### src/rtl/uart_cmd_frame_gen.sv
// rtl/uart_cmd_frame_gen.sv - parallel command to UART byte-frame generator; optional CMD_FRAME_GAP_EN inter-frame gap
module uart_cmd_frame_gen #(
  parameter int DATA_WIDTH = 8,
  parameter int ADDR_WIDTH = 4,
  parameter int GAP_CYCLES = 4
) (
  input  logic                  CLK,
  input  logic                  RST,
  input  logic                  CMD_VLD,
  output logic                  CMD_RDY,
  input  logic [1:0]            CMD_TYPE,
  input  logic [ADDR_WIDTH-1:0] CMD_ADDR,
  input  logic [DATA_WIDTH-1:0] CMD_DATA_A,
  input  logic [DATA_WIDTH-1:0] CMD_DATA_B,
  input  logic [3:0]            CMD_FUN,
  output logic [DATA_WIDTH-1:0] BYTE_OUT,
  output logic                  BYTE_VLD,
  input  logic                  BYTE_RDY,
  output logic [1:0]            RSP_BYTES,
  output logic                  FRAME_DONE,
  output logic [7:0]            FRAME_CNT
);

  localparam logic [1:0] T_WR      = 2'b00;
  localparam logic [1:0] T_RD      = 2'b01;
  localparam logic [1:0] T_ALU     = 2'b10;
  localparam logic [1:0] T_ALU_NOP = 2'b11;

  if (DATA_WIDTH < 8 || DATA_WIDTH < ADDR_WIDTH || GAP_CYCLES < 0) begin : g_bad_params
    $error("uart_cmd_frame_gen: illegal parameter combination");
  end

  typedef enum logic [2:0] {
    IDLE,
    SEND_CMD,
    SEND_ADDR,
    SEND_A,
    SEND_B,
    SEND_FUN
`ifdef CMD_FRAME_GAP_EN
    , GAP
`endif
  } state_e;

  state_e                  state_q, state_d;
  logic [1:0]              type_q, type_d;
  logic [ADDR_WIDTH-1:0]   addr_q, addr_d;
  logic [DATA_WIDTH-1:0]   a_q, a_d;
  logic [DATA_WIDTH-1:0]   b_q, b_d;
  logic [3:0]              fun_q, fun_d;
  logic [1:0]              rsp_q, rsp_d;
  logic                    done_q, done_d;
  logic [7:0]              cnt_q, cnt_d;
  logic                    live_q;
  logic                    last;

`ifdef CMD_FRAME_GAP_EN
  localparam int GW = (GAP_CYCLES > 1) ? $clog2(GAP_CYCLES) : 1;
  logic [GW-1:0]           gap_q, gap_d;
`endif

  assign RSP_BYTES  = rsp_q;
  assign FRAME_DONE = done_q;
  assign FRAME_CNT  = cnt_q;

  // Next-state, byte mux and handshake outputs; a byte advances only on BYTE_VLD && BYTE_RDY
  always_comb begin
    state_d  = state_q;
    type_d   = type_q;
    addr_d   = addr_q;
    a_d      = a_q;
    b_d      = b_q;
    fun_d    = fun_q;
    rsp_d    = rsp_q;
    done_d   = 1'b0;
    cnt_d    = cnt_q;
    last     = 1'b0;
    CMD_RDY  = 1'b0;
    BYTE_VLD = 1'b0;
    BYTE_OUT = '0;
`ifdef CMD_FRAME_GAP_EN
    gap_d    = gap_q;
`endif
    unique case (state_q)
      IDLE: begin
        CMD_RDY = live_q;
        if (CMD_VLD && live_q) begin
          type_d  = CMD_TYPE;
          addr_d  = CMD_ADDR;
          a_d     = CMD_DATA_A;
          b_d     = CMD_DATA_B;
          fun_d   = CMD_FUN;
          rsp_d   = (CMD_TYPE == T_WR) ? 2'd0 : (CMD_TYPE == T_RD) ? 2'd1 : 2'd2;
          state_d = SEND_CMD;
        end
      end
      SEND_CMD: begin
        BYTE_VLD = 1'b1;
        case (type_q)
          T_WR:    BYTE_OUT = DATA_WIDTH'(8'hAA);
          T_RD:    BYTE_OUT = DATA_WIDTH'(8'hBB);
          T_ALU:   BYTE_OUT = DATA_WIDTH'(8'hCC);
          default: BYTE_OUT = DATA_WIDTH'(8'hDD);
        endcase
        if (BYTE_RDY) begin
          if (type_q == T_ALU)          state_d = SEND_A;
          else if (type_q == T_ALU_NOP) state_d = SEND_FUN;
          else                          state_d = SEND_ADDR;
        end
      end
      SEND_ADDR: begin
        BYTE_VLD = 1'b1;
        BYTE_OUT = DATA_WIDTH'(addr_q);
        if (BYTE_RDY) begin
          if (type_q == T_WR) state_d = SEND_A;
          else                last    = 1'b1;
        end
      end
      SEND_A: begin
        BYTE_VLD = 1'b1;
        BYTE_OUT = a_q;
        if (BYTE_RDY) begin
          if (type_q == T_ALU) state_d = SEND_B;
          else                 last    = 1'b1;
        end
      end
      SEND_B: begin
        BYTE_VLD = 1'b1;
        BYTE_OUT = b_q;
        if (BYTE_RDY) state_d = SEND_FUN;
      end
      SEND_FUN: begin
        BYTE_VLD = 1'b1;
        BYTE_OUT = DATA_WIDTH'(fun_q);
        if (BYTE_RDY) last = 1'b1;
      end
`ifdef CMD_FRAME_GAP_EN
      GAP: begin
        if (gap_q == '0) state_d = IDLE;
        else             gap_d   = gap_q - GW'(1);
      end
`endif
      default: state_d = IDLE;
    endcase
    if (last) begin
      done_d  = 1'b1;
      cnt_d   = cnt_q + 8'd1;
      state_d = IDLE;
`ifdef CMD_FRAME_GAP_EN
      if (GAP_CYCLES > 0) begin
        state_d = GAP;
        gap_d   = GW'(GAP_CYCLES - 1);
      end
`endif
    end
  end

  // State and captured-command registers; reset aborts any frame in flight
  always_ff @(posedge CLK or negedge RST) begin
    if (!RST) begin
      state_q <= IDLE;
      type_q  <= '0;
      addr_q  <= '0;
      a_q     <= '0;
      b_q     <= '0;
      fun_q   <= '0;
      rsp_q   <= '0;
      done_q  <= 1'b0;
      cnt_q   <= '0;
      live_q  <= 1'b0;
`ifdef CMD_FRAME_GAP_EN
      gap_q   <= '0;
`endif
    end else begin
      state_q <= state_d;
      type_q  <= type_d;
      addr_q  <= addr_d;
      a_q     <= a_d;
      b_q     <= b_d;
      fun_q   <= fun_d;
      rsp_q   <= rsp_d;
      done_q  <= done_d;
      cnt_q   <= cnt_d;
      live_q  <= 1'b1;
`ifdef CMD_FRAME_GAP_EN
      gap_q   <= gap_d;
`endif
    end
  end

endmodule

### config.mk
export PLATFORM = sky130hd
export DESIGN_NAME = uart_cmd_frame_gen
export DESIGN_NICKNAME = d
export VERILOG_FILES = /design/src/rtl/uart_cmd_frame_gen.sv
export SDC_FILE = /design/constraint.sdc
export NUM_CORES = 1
export LEC_CHECK = 0
export CAP_MARGIN = 0
export CORE_UTILIZATION = 49
export CTS_CLUSTER_SIZE = 25
export DETAILED_ROUTE_END_ITERATION = 8
export PLACE_DENSITY = 0.91
export SKIP_LAST_GASP = 1
export SYNTH_ARGS = -nofsm -noshare
export SYNTH_HDL_FRONTEND = slang
export SYNTH_SLANG_ARGS = --single-unit
export TNS_END_PERCENT = 1
### constraint.sdc
create_clock -name CLK -period 2.02 [get_ports CLK]
set_input_delay 0.404 -clock CLK [delete_from_list [all_inputs] [get_ports CLK]]
set_output_delay 0.404 -clock CLK [all_outputs]
set_load 0.02 [all_outputs]
==> impl_results.md <==
* Post-DP HPWL at 3490 µm
* Max clock buf depth at 2
* Simple-Gate Fraction of Synth Area at 0.108
* Pwr dens at 1640 nW/µm²
* Wire per inst at 17.1 µm
* Final Total Pwr at 4.92 mW
* Inserted Diodes at 0
* Delay-heaviest family, CP: flip-flops
* CP Launch Type: flip-flop
* Mean Syn Cell Area at 10.9 µm²
* Global-route wire length before repair at 8170 µm
* Fin nets at 300
* Main combinational cell family by area after synthesis: multiplexers
* Final hold vios at 0
* Highest Clock Rate at 459 MHz
* Die ar. at 4530 µm²
* Post-route ant nets at 0
* Clock Sinks at 41
* Worst R2R Start: state_q[2]
* Crit. End Element: output port
* Placeable Area at 4060 µm²
* CTS tree: built
* Worst VDD drop at 996 µV
* 1st-iter DRT viols at 84
* Total CTS buffers at 5
* Clock transition at path regs at 0.08 ns
* Pins Over Slew Limit at 0
* Via count at 1,838
* Failing checks: setup timing
* Final Cycle Share at 1.08
* DP Area at 2800 µm²
* Initial core utilization at 0.515
* Status: complete, but fails checks
* CTS H-tree depth at 2
* Mux share of post-synthesis cell area at 0.162
* Residual DRC at 0
* Seq/Total Area, Yosys at 0.491
* Layout cells sized above 1 at 0.346
* Least-Margin Pin Slew at 0.512 ns
* Cell variety after synth at 40
* Pleak at 1.31 nW
* I/O pin cnt at 51
* Asr flop ratio synth at 1.00
* Worst hold slack at 0.156 ns
* Slowest-stage cell, CP: dfrtp_1
* R2R setup slack at 0.01 ns
* Max_slew headroom at 0.659
* RSZ-0062 raised after global routing: true
* Port-buffer cells at 50
* Fin area at 2990 µm²
* Final setup TNS at -1.09 ns
* #FFs+latches synth at 41
* Largest net degree at the start of global routing at 42
* Skew final at 0.0110 ns
* Commonest non-fill, non-tap cell in the layout: dfrtp_1
* Total gr overflow at 0
* GRT Total Usage at 0.248
* Skew-Pair Late Insertion Delay at 0.30 ns
* Num rows at 23
* Root buffer cell: clkbuf_8
* Synth Net Count at 224
* Slowest Stage Delay on Critical Path at 0.43 ns
* DR vias/cell at 5.76
* Yosys Warn Count at 0
* Final setup violation count at 10
* Compound-Gate Fraction of Synth Area at 0.150
* Mapped Cells at 192
* Kind of critical path: flip-flop to output port
* Number of synthesized flops with an enable pin at 0
* Adder-cell share of the synthesized area at 0.0120
* Dpl ws at -0.313 ns
* Most frequent cells in the layout: dfrtp_1, clkdlybuf4s50_1, mux2_2, buf_4, nand2_1
* Worst Path Arrival at 1.78 ns
* # Max-Cap Violations at 0
* GP Congestion at 0.840
* Y dimension of the die at 67.3 µm
* Crit-path cells: ha_4, buf_4, inv_4, and3_4, a22o_1, buf_2
* Post-Synth XOR/XNOR Area at 0.0293
* Area delta synth->final at 43.1%
* Setup WS post-layout at -0.160 ns
* TritonRoute pass-1 iters at 4
* Post-Syn Area at 2090 µm²
* Req. time, crit path at 1.62 ns
* Antenna violations before repair at 0
* Top FF cell, synth: dfrtp_1
* Tmin final at 2.18 ns
* Die W at 67.3 µm
* Worst hold path type: primary input to asynchronous set/reset pin
* Final wirelength at 5470 µm
* Crit Path Max Fanout at 4
* Buffers and inverters on the worst path at 3
* Vias in the first global route at 1,784
* Critical Path Source: state_q[1]
[layout make-up]
| class | count | area [µm²] |
|---|---|---|
| clock buffers | 7 | 96.3 |
| clock inverters | 1 | 5.00 |
| fillers | 251 | 1070 |
| inverters | 8 | 32.5 |
| multi-input cells | 130 | 1030 |
| flip-flops and latches | 41 | 1030 |
| well taps | 50 | 62.6 |
| repair buffers | 82 | 736 |
[routing by layer]
| layer | share of wire | wire length [µm] | GRT usage |
|---|---|---|---|
| met5 | 0 | 0 | 0 |
| met4 | 0.044 | 240 | 0.122 |
| met3 | 0.052 | 286 | 0.0676 |
| met2 | 0.51 | 2790 | 0.414 |
| met1 | 0.39 | 2150 | 0.292 |
[metrics by stage]
step	cells	utilization
after floorplan	192	-
after global placement	305	0.690
after detailed placement	305	0.690
after CTS	317	0.728
after global routing	319	0.737
final	319	0.737
[cells in the mapped netlist (3+ instances only)]
library cell  instances  area [µm²]
mux2_2               26         293
a21oi_1               9        45.0
buf_4                 3        22.5
nand3_1               3        15.0
buf_2                 5        25.0
a22o_1                4        35.0
inv_1                 8        30.0
a211oi_1              3        22.5
nor2b_1               5        31.3
dfrtp_1              41        1030
clkbuf_1              4        15.0
nor3_1                3        15.0
a22oi_1               3        22.5
and3_1                3        18.8
xor2_1                7        61.3
nor2_1                5        18.8
o21ai_0              15        75.1
nand2_1              15        56.3
[path summary, 6_finish.rpt]
kind | endpoint | cells past startpoint
min | b_q[1] | 2
max in group asynchronous | state_q[0] | 2
min in group CLK | FRAME_CNT[7] | 1
max | BYTE_OUT[7] | 6
max reg2reg | a_q[3] | 6
min reg2reg | FRAME_CNT[7] | 1
[logic make-up after synthesis]
family,Yosys count
muxes,30
buffers and inverters,21
xor gates and xnor gates,7
adders and majority gates,2
other,1
AOI/OAI and AO/OA,46
DFF,41
and+or+nand+nor,44
[flip-flops by register name, indices dropped and copies added (netlist names)]
register    count
RSP_BYTES       2
state_q         3
addr_q          4
type_q          2
live_q          1
FRAME_CNT       8
b_q             8
a_q             8
FRAME_DONE      1
fun_q           4
[timing repair]
action                                  in CTS  in global routing
buffers inserted                             4                  1
endpoints found under the hold margin        0                  0
gates cloned                                 0                  1
endpoints found under the setup margin      34                 22
pin swaps                                    0                  3
resized for setup                           55                  8
hold buffers                                 0                  0
[power breakdown]
group	switching [mW]	leakage [nW]	internal, mW	total (mW)
logic	1.42	0.757	1.44	2.86
registers	0.270	0.502	1.19	1.46
clock network	0.288	0.0542	0.309	0.597
No activity file was read; power rests on OpenSTA's default activity.
